--- config.mk ---
export PLATFORM = sky130hd
export DESIGN_NAME = seq_divider
export DESIGN_NICKNAME = d
export VERILOG_FILES = /design/src/rtl/div_pkg.sv /design/src/rtl/div_step.sv /design/src/rtl/seq_divider.sv
export SDC_FILE = /design/constraint.sdc
export NUM_CORES = 1
export LEC_CHECK = 0
export CAP_MARGIN = 30
export CORE_MARGIN = 2
export CORE_UTILIZATION = 50
export DETAILED_ROUTE_END_ITERATION = 7
export PLACE_DENSITY = 0.68
export SLEW_MARGIN = 20
export SYNTH_ARGS = -nofsm -noshare
export SYNTH_HDL_FRONTEND = slang
export SYNTH_SLANG_ARGS = --single-unit
--- constraint.sdc ---
create_clock -name clk -period 5.4 [get_ports clk]
set_clock_uncertainty 0.2 [all_clocks]
set_input_delay 1.08 -clock clk [delete_from_list [all_inputs] [get_ports clk]]
set_output_delay 1.08 -clock clk [all_outputs]
set_load 0.005 [all_outputs]
--- src/rtl/div_pkg.sv ---
// Shared types and constants for the sequential divider.
package div_pkg;

  typedef enum logic [1:0] {
    IDLE = 2'd0,
    RUN  = 2'd1,
    DONE = 2'd2
  } div_state_t;

  // Iteration counter width able to hold values 0..w.
  function automatic int unsigned cnt_width(input int unsigned w);
    return $clog2(w + 1);
  endfunction

  // Divide-by-zero result: every quotient bit set, flag raised.
  localparam logic DBZ_Q_FILL = 1'b1;
  localparam logic DBZ_FLAG   = 1'b1;

endpackage

--- src/rtl/div_step.sv ---
// One restoring shift-subtract step of the divider.
module div_step #(
  parameter int unsigned width = 32
) (
  input  logic [width-1:0] prem,
  input  logic             bit_in,
  input  logic [width-1:0] divisor,
  output logic [width-1:0] prem_nxt,
  output logic             q_bit
);

  logic [width:0] shifted;
  logic [width:0] diff;

  // Trial subtract at width+1 bits; the top bit is the borrow.
  always_comb begin
    shifted  = {prem, bit_in};
    diff     = shifted - {1'b0, divisor};
    q_bit    = ~diff[width];
    prem_nxt = q_bit ? diff[width-1:0] : shifted[width-1:0];
  end

endmodule

--- src/rtl/seq_divider.sv ---
// Iterative restoring signed/unsigned divider with start/busy/done handshake.
// Optional feature: define DIV_ABORT_EN to add an abort input that cancels RUN.
module seq_divider
  import div_pkg::*;
#(
  parameter int unsigned width = 32
) (
  input  logic             clk,
  input  logic             reset_n,
  input  logic             start,
  input  logic             signed_op,
  input  logic [width-1:0] dividend,
  input  logic [width-1:0] divisor,
`ifdef DIV_ABORT_EN
  input  logic             abort,
`endif
  output logic             busy,
  output logic             done,
  output logic [width-1:0] quotient,
  output logic [width-1:0] remainder,
  output logic             div_by_zero
);

  localparam int unsigned      CW      = cnt_width(width);
  localparam logic [width-1:0] ONE     = width'(1);
  localparam logic [width-1:0] MIN_NEG = {1'b1, {(width-1){1'b0}}};

  div_state_t       state, state_nxt;
  logic [width-1:0] dvd_sh, dvs, prem, quo_acc;
  logic             q_neg, r_neg;
  logic [CW-1:0]    cnt;

  logic             abort_req;
  logic             is_zero, is_ovf, last_step;
  logic             load_op, load_special, step_en, finish;
  logic [width-1:0] step_rem, final_q, fix_q, fix_r;
  logic             step_q;

`ifdef DIV_ABORT_EN
  assign abort_req = abort;
`else
  assign abort_req = 1'b0;
`endif

  assign is_zero   = (divisor == '0);
  assign is_ovf    = signed_op && (dividend == MIN_NEG) && (&divisor);
  assign last_step = (cnt == CW'(width - 1));

  div_step #(.width(width)) u_step (
    .prem     (prem),
    .bit_in   (dvd_sh[width-1]),
    .divisor  (dvs),
    .prem_nxt (step_rem),
    .q_bit    (step_q)
  );

  // Final-step result with sign correction applied.
  always_comb begin
    final_q = {quo_acc[width-2:0], step_q};
    fix_q   = q_neg ? (~final_q + ONE) : final_q;
    fix_r   = r_neg ? (~step_rem + ONE) : step_rem;
  end

  // State register.
  always_ff @(posedge clk or negedge reset_n) begin
    if (!reset_n) state <= IDLE;
    else          state <= state_nxt;
  end

  // Next-state logic.
  always_comb begin
    state_nxt = state;
    case (state)
      IDLE: if (start) state_nxt = (is_zero || is_ovf) ? DONE : RUN;
      RUN: begin
        if (abort_req)      state_nxt = IDLE;
        else if (last_step) state_nxt = DONE;
      end
      DONE:    state_nxt = IDLE;
      default: state_nxt = IDLE;
    endcase
  end

  // Datapath control decoded from the current state.
  always_comb begin
    load_op      = 1'b0;
    load_special = 1'b0;
    step_en      = 1'b0;
    finish       = 1'b0;
    case (state)
      IDLE: begin
        load_op      = start;
        load_special = start && (is_zero || is_ovf);
      end
      RUN: begin
        step_en = !abort_req;
        finish  = !abort_req && last_step;
      end
      default: ;
    endcase
  end

  // Operand magnitudes, partial remainder, quotient accumulator and counter.
  always_ff @(posedge clk or negedge reset_n) begin
    if (!reset_n) begin
      dvd_sh  <= '0;
      dvs     <= '0;
      prem    <= '0;
      quo_acc <= '0;
      q_neg   <= 1'b0;
      r_neg   <= 1'b0;
      cnt     <= '0;
    end else if (load_op) begin
      dvd_sh  <= (signed_op && dividend[width-1]) ? (~dividend + ONE) : dividend;
      dvs     <= (signed_op && divisor[width-1])  ? (~divisor + ONE)  : divisor;
      prem    <= '0;
      quo_acc <= '0;
      q_neg   <= signed_op && (dividend[width-1] ^ divisor[width-1]);
      r_neg   <= signed_op && dividend[width-1];
      cnt     <= '0;
    end else if (step_en) begin
      dvd_sh  <= {dvd_sh[width-2:0], 1'b0};
      prem    <= step_rem;
      quo_acc <= final_q;
      cnt     <= cnt + CW'(1);
    end
  end

  // Visible outputs: handshake flags and results, updated only on entry to DONE.
  always_ff @(posedge clk or negedge reset_n) begin
    if (!reset_n) begin
      busy        <= 1'b0;
      done        <= 1'b0;
      quotient    <= '0;
      remainder   <= '0;
      div_by_zero <= 1'b0;
    end else begin
      busy <= (state_nxt == RUN);
      done <= (state_nxt == DONE);
      if (load_special) begin
        if (is_zero) begin
          quotient    <= {width{DBZ_Q_FILL}};
          remainder   <= dividend;
          div_by_zero <= DBZ_FLAG;
        end else begin
          quotient    <= dividend;
          remainder   <= '0;
          div_by_zero <= 1'b0;
        end
      end else if (finish) begin
        quotient    <= fix_q;
        remainder   <= fix_r;
        div_by_zero <= 1'b0;
      end
    end
  end

endmodule
# After elaboration in Yosys (flattened, before gate mapping)
# Cells that the tools add are included.
# totals
regBits,204
latchBits,0
mem_bits_rw,0
rom_bits,0
out_inout_bits,67
n_memories,0
# op_classes
addsub,6
multipliers,0
div,0
magnitude_cmp,0
n_eq_ne,5
shift,0
mux,30
bitwise,6
n_reduce_logical,12
# op_table
operator,count
32-bit two-way mux,15
32-bit by 1-bit adder with 32-bit output (second input constant),4
32-bit NOT,4
31-bit two-way mux,2
33-bit by 32-bit subtractor with 33-bit output,1
32-bit == test (second input constant),1
32-bit logical NOT,1
32-bit AND reduction,1
6-bit two-way mux,2
1-bit two-way mux,7
6-bit by 1-bit adder with 6-bit output (second input constant),1
6-bit by 5-bit == test with 1-bit output (second input constant),1
1-bit logical AND,6
2-bit two-way mux,3
2-bit by 1-bit == test with 1-bit output (second input constant),2
2-bit one-hot mux with 2 select lines,1
2-bit nonzero test,2
2-bit == test (second input constant),1
2-bit logical NOT,1
1-bit logical OR,1
1-bit NOT,1
1-bit XOR,1

# Logic depth before layout (Yosys ltp)
# depth
word_depth,8
mapped_depth,24
mapped_depth_nobuf,21

# Hierarchy
# From an unflattened synthesis, not the netlist that was laid out.
# unflattened
hier_cells,1467
area_unflattened_um2,13200.2
# modules_own_cells
module,n_inst,cells_each,area_per_inst_um2
seq_divider,1,1161,10849.2
div_step,1,306,2351.0

# Least setup slack after synthesis
# OpenSTA, ideal clock, no wires.
# synth_path
path_type,flip-flop to flip-flop
startpoint,register prem[24]
endpoint,register remainder[30]
setup_time_ns,0.137
arrival_ns,4.395
t_required_ns,5.063
slack_ns,0.668
stages_incl_launch_ff,23
path_buffers,3
period_less_slack_ns,4.732
cell_sequence,dfrtp_1 -> ha_1 -> a21oi_2 -> o21ai_2 -> a221o_1 -> or3_4 -> a21oi_4 -> nor2_8 -> inv_6 -> buf_6 -> buf_2 -> buf_2 -> nor2_1 -> a21oi_1 -> ha_1 -> nand2_1 -> nor4_1 -> o211a_1 -> a32o_1 -> nand4_1 -> o41ai_1 -> xnor2_1 -> a21oi_1
# synth_via
elab_chain_len,7
# synth_lines
element,line_no,rtl
start: declaration,seq_divider.sv:29,"logic [width-1:0] dvd_sh, dvs, prem, quo_acc;"
start signal: assignment,seq_divider.sv:123,prem <= step_rem;
33-bit by 32-bit subtractor with 33-bit output,div_step.sv:18,"diff = shifted - {1'b0, divisor};"
32-bit two-way mux *,div_step.sv:20,prem_nxt = q_bit ? diff[width-1:0] : shifted[width-1:0];
32-bit NOT,seq_divider.sv:61,fix_r = r_neg ? (~step_rem + ONE) : step_rem;
32-bit by 1-bit adder with 32-bit output,seq_divider.sv:61,
32-bit two-way mux *,seq_divider.sv:61,
32-bit two-way mux *,seq_divider.sv:150,end else if (finish) begin
32-bit two-way mux *,seq_divider.sv:140,if (load_special) begin
end signal: assignment,seq_divider.sv:143,remainder <= dividend;
end signal: assignment,seq_divider.sv:152,remainder <= fix_r;
end: declaration,seq_divider.sv:20,"output logic [width-1:0] remainder,"
# Mark *: on every way between the ends. The rest lies on a longest branch, timed or not. The select of a mux whose other input is x is not followed.
# A chain may end at the register's enable or synchronous reset.

# Worst setup path in the final report
# layout_path
startpoint,register dvd_sh[31]
endpoint,register remainder[30]
# layout_via
elab_chain_len,7
# layout_lines
element,line_no,rtl
start: declaration,seq_divider.sv:29,
start signal: assignment,seq_divider.sv:114,dvd_sh <= (signed_op && dividend[width-1]) ? (~dividend + ONE) : dividend;
start signal: assignment,seq_divider.sv:122,"dvd_sh <= {dvd_sh[width-2:0], 1'b0};"
33-bit by 32-bit subtractor with 33-bit output,div_step.sv:18,
32-bit two-way mux *,div_step.sv:20,
32-bit NOT,seq_divider.sv:61,
32-bit by 1-bit adder with 32-bit output,seq_divider.sv:61,
32-bit two-way mux *,seq_divider.sv:61,
32-bit two-way mux *,seq_divider.sv:150,
32-bit two-way mux *,seq_divider.sv:140,
# Marked as above.

==> reports/results.ini <==
[status]
status=finished, final reports clean

[logic_synthesis]
yosys-top-cells-area=dfrtp_1 (36%), nand2_1 (7.3%), o21ai_0 (7.0%)
syn-num-nets=1839
synth-main-ff-cell=dfrtp_1
synth_top_area_cell=dfrtp_1
synth-adder-area-share_pct=3.54
netlist_area_sq_um=14000
syn_inst=1732
synthSimpleGateAreaFrac_pct=21.2
synth_seq_cells=204
ys_warn_count=0
synth_area_per_cell_sq_um=8.09
synth_compound_area_share_pct=23.2
synth_edf_count=0
seq_area_frac_synth_pct=36.4
synthMuxAreaShare_pct=1.70
synth_top_family_by_area=compound AO/OA/AOI/OAI gates
async_reset_ff_share_pct=100
ys_types=91
synthXorXnorAreaFrac_pct=8.75
synth_top_area_share_pct=36.4

[layout]
multi_input_area_sq_um=8230
nets=1928
n_fill_cell=2517
diodes=0
regArea_sq_um=5100
syn2layout_area_growth_pct=17.1
drive_gt1_share_pct=7.34

[clock_tree]
holdBufCountCts=0
root_buffer=clkbuf_16
clock_path_buffers=3
cts_resized=0
h-tree-depth=1
cts_setup_buffers=0
cts_tree=done
clkSlewWorstSetupHoldPaths_ps=60
cts_sinks=204
cts_buffers=25
clkLatencyLatePin_ps=550

[placed_design]
gp_congestion=0.924
io_buffers=134
dp_slack_ps=250
dp_hpwl_mm=31.2

[worst_setup_path]
path_delay_family=compound AO/OA/AOI/OAI gates
cp-end-kind=flip-flop
rr_startpoint=dvd_sh[31]
cp_cell_sequence=inv_1, ha_1, fa_1, nand2b_1, a21oi_2, o21ai_4, o21ai_4, a31o_4, nor2_8, inv_6, nor2_1, a21oi_1, ha_1, nand2_1, nor4_1, o211a_1, a32o_1, nand4_1, o41ai_1, xnor2_1, a21oi_1
critPathLaunch=dvd_sh[31]
cp.depth=21
rr_worst_depth=21
critPathMaxFanout=9
crit_buf_inv=2
worstSetupPathType=reg -> reg
crit_path_start_kind=flip-flop
arrival_ps=5010
cpMaxStageDelayCell=fa_1
slowest_delay_ps=400
worstReg2RegEnd=remainder[30]
r2r_slack_ps=600
crit_end=remainder[30]
required_ps=5610

[grt]
grt_max_degree=98
grt_pass1_wl_mm=68.1
grt_pass1_vias=12515
grtUsageMet1_pct=39.6
grtUsageMet2_pct=47.5
grt_remaining_overflow=0
grt.met3_usage_pct=4.00
groute.usage.overall_pct=29.2
grt_antenna_before_repair=0
grt_most_used_layer=met2

[sta]
max_freq_ghz=0.208
min_period_ps=4800
finalWorstSetupSlack_ps=604
tightest_slew_ps=850
slew_viol_final=0
setup-violations-final=0
hold_violations=0
slew_headroom_pct=43.4
setup_tns_ps=0
period_share_pct=88.8
rsz0062_at_grt=no
whs_ps=278

[routing]
wl_per_cell_um=19.3
ant_nets=0
drc=0
via_per_inst=5.94
dr.first_iter.drc_count=1067
dr.pass1.iters=5
routed_wl_mm=42.8
vias=13153

[power_and_ir_drop]
p_per_area_nw_per_um2=597
p_leak_nw=6.77
power_w=0.00980
ir_drop_uv=322

[run]
maxCapViolations=0

[hold_path]
hold_class=reg -> reg

[floorplan]
die_y_um=171
dieArea_sq_um=29400
core_area_sq_um=27700
pin_count=135
rows=61
start_util_pct=50.6
dieWidth_um=171

==> registers in the layout, indices dropped and copies added (netlist names), 2 cells and up <==
signal / cells
quotient: 32
dvs: 32
quo_acc: 31
cnt: 6
prem: 32
remainder: 32
dvd_sh: 32
state: 2
==> worst min path at each step <==
| stage | start | to | slack [ps] | cells after the start |
|---|---|---|---|---|
| floorplan | dvs[10] | dvs[10] | 250 | 2 |
| global placement | dvs[18] | dvs[18] | 260 | 2 |
| detailed placement | dvs[12] | dvs[12] | 270 | 2 |
| CTS | dvs[29] | dvs[29] | 280 | 2 |
| global route | dvs[12] | dvs[12] | 310 | 2 |
| finish | dvs[10] | dvs[10] | 280 | 2 |
==> synthesized netlist by cell type (8+ instances only) <==
cell	n
nor4_1	25
o21a_1	11
and2_1	10
o31ai_1	18
a21oi_2	8
and3_1	8
nand4_1	19
nor2_1	152
o21ai_0	196
dfrtp_1	204
a211oi_1	14
nand3_1	57
a31oi_1	41
nand2b_1	12
buf_2	16
mux2i_1	19
a21boi_0	8
xor2_1	64
nor3_1	39
or4_1	9
ha_1	38
inv_1	53
o41ai_1	14
clkbuf_1	71
nand2_1	272
o211ai_1	14
a21o_1	9
a21oi_1	123
xnor2_1	76
==> per-stage QoR <==
stage                     instance area, sq um  instances  util, %
after CTS                                16400       2214     59.1
after global placement                   15600       2170     56.3
after floorplan                          14000       1732        -
after detailed placement                 15600       2170     56.3
final                                    16400       2216     59.2
after global routing                     16400       2216     59.2
==> layer usage <==
layer  wire length (um)  part of all wire, %  up-vias
li1                   -                    -     6330
met1              18400                   43     6248
met2              20100                   47      470
met3               2540                  5.9      105
met4               1720                  4.0        0
met5                  0                    0        -
==> cell usage in the layout (no fill, tap or decap), types with 7 or more instances in the layout <==
master,synthesis,final
nand2_1,272,271
dfrtp_1,204,204
o21ai_0,196,196
nor2_1,152,152
clkdlybuf4s50_1,0,133
a21oi_1,123,123
xnor2_1,76,76
xor2_1,64,64
nand3_1,57,57
inv_1,53,53
a31oi_1,41,41
nor3_1,39,39
ha_1,38,38
buf_4,0,29
clkbuf_16,0,25
nor4_1,25,24
nand4_1,19,19
mux2i_1,19,19
o31ai_1,18,18
o211ai_1,14,14
o41ai_1,14,14
a211oi_1,14,14
nand2b_1,12,11
o21a_1,11,11
and2_1,10,10
a21o_1,9,9
or4_1,9,9
a21oi_2,8,8
a21boi_0,8,8
and3_1,8,8
or2_2,7,7
==> area by class of cell <==
cell class | count | area share, %
well taps | 378 | 2.88
clock buffers | 33 | 4.12
flip-flops and latches | 204 | 31.1
repair buffers | 166 | 9.86
multi-input cells | 1369 | 50.1
inverters | 55 | 1.29
clock inverters | 11 | 0.625
==> power by group <==
part	leakage (nW)	internal (W)	switching, W
clock	0.377	0.000931	0.000685
sequential	2.49	0.00194	0.000421
combinational	3.90	0.00214	0.00369
==> cells by family (layout without fill, tap and decap cells) <==
logic type | Yosys count | after routing
and+or+nand+nor | 649 | 649
DFF | 204 | 204
AOI/OAI and AO/OA | 518 | 518
adders and majority gates | 39 | 39
muxes | 23 | 23
buffers and inverters | 159 | 265
xor gates and xnor gates | 140 | 140
==> worst register-to-register path, delay by kind of cell, from the launching register on <==
family                   cells  cell delay, ps
buffers and inverters        2             150
adder cells (fa/ha/maj)      3             860
AND/OR/NAND/NOR              6             810
AO/OA/AOI/OAI                9            2100
XOR/XNOR                     1             180
flip-flops                   1             350
No activity file was read; power rests on OpenSTA's default activity.
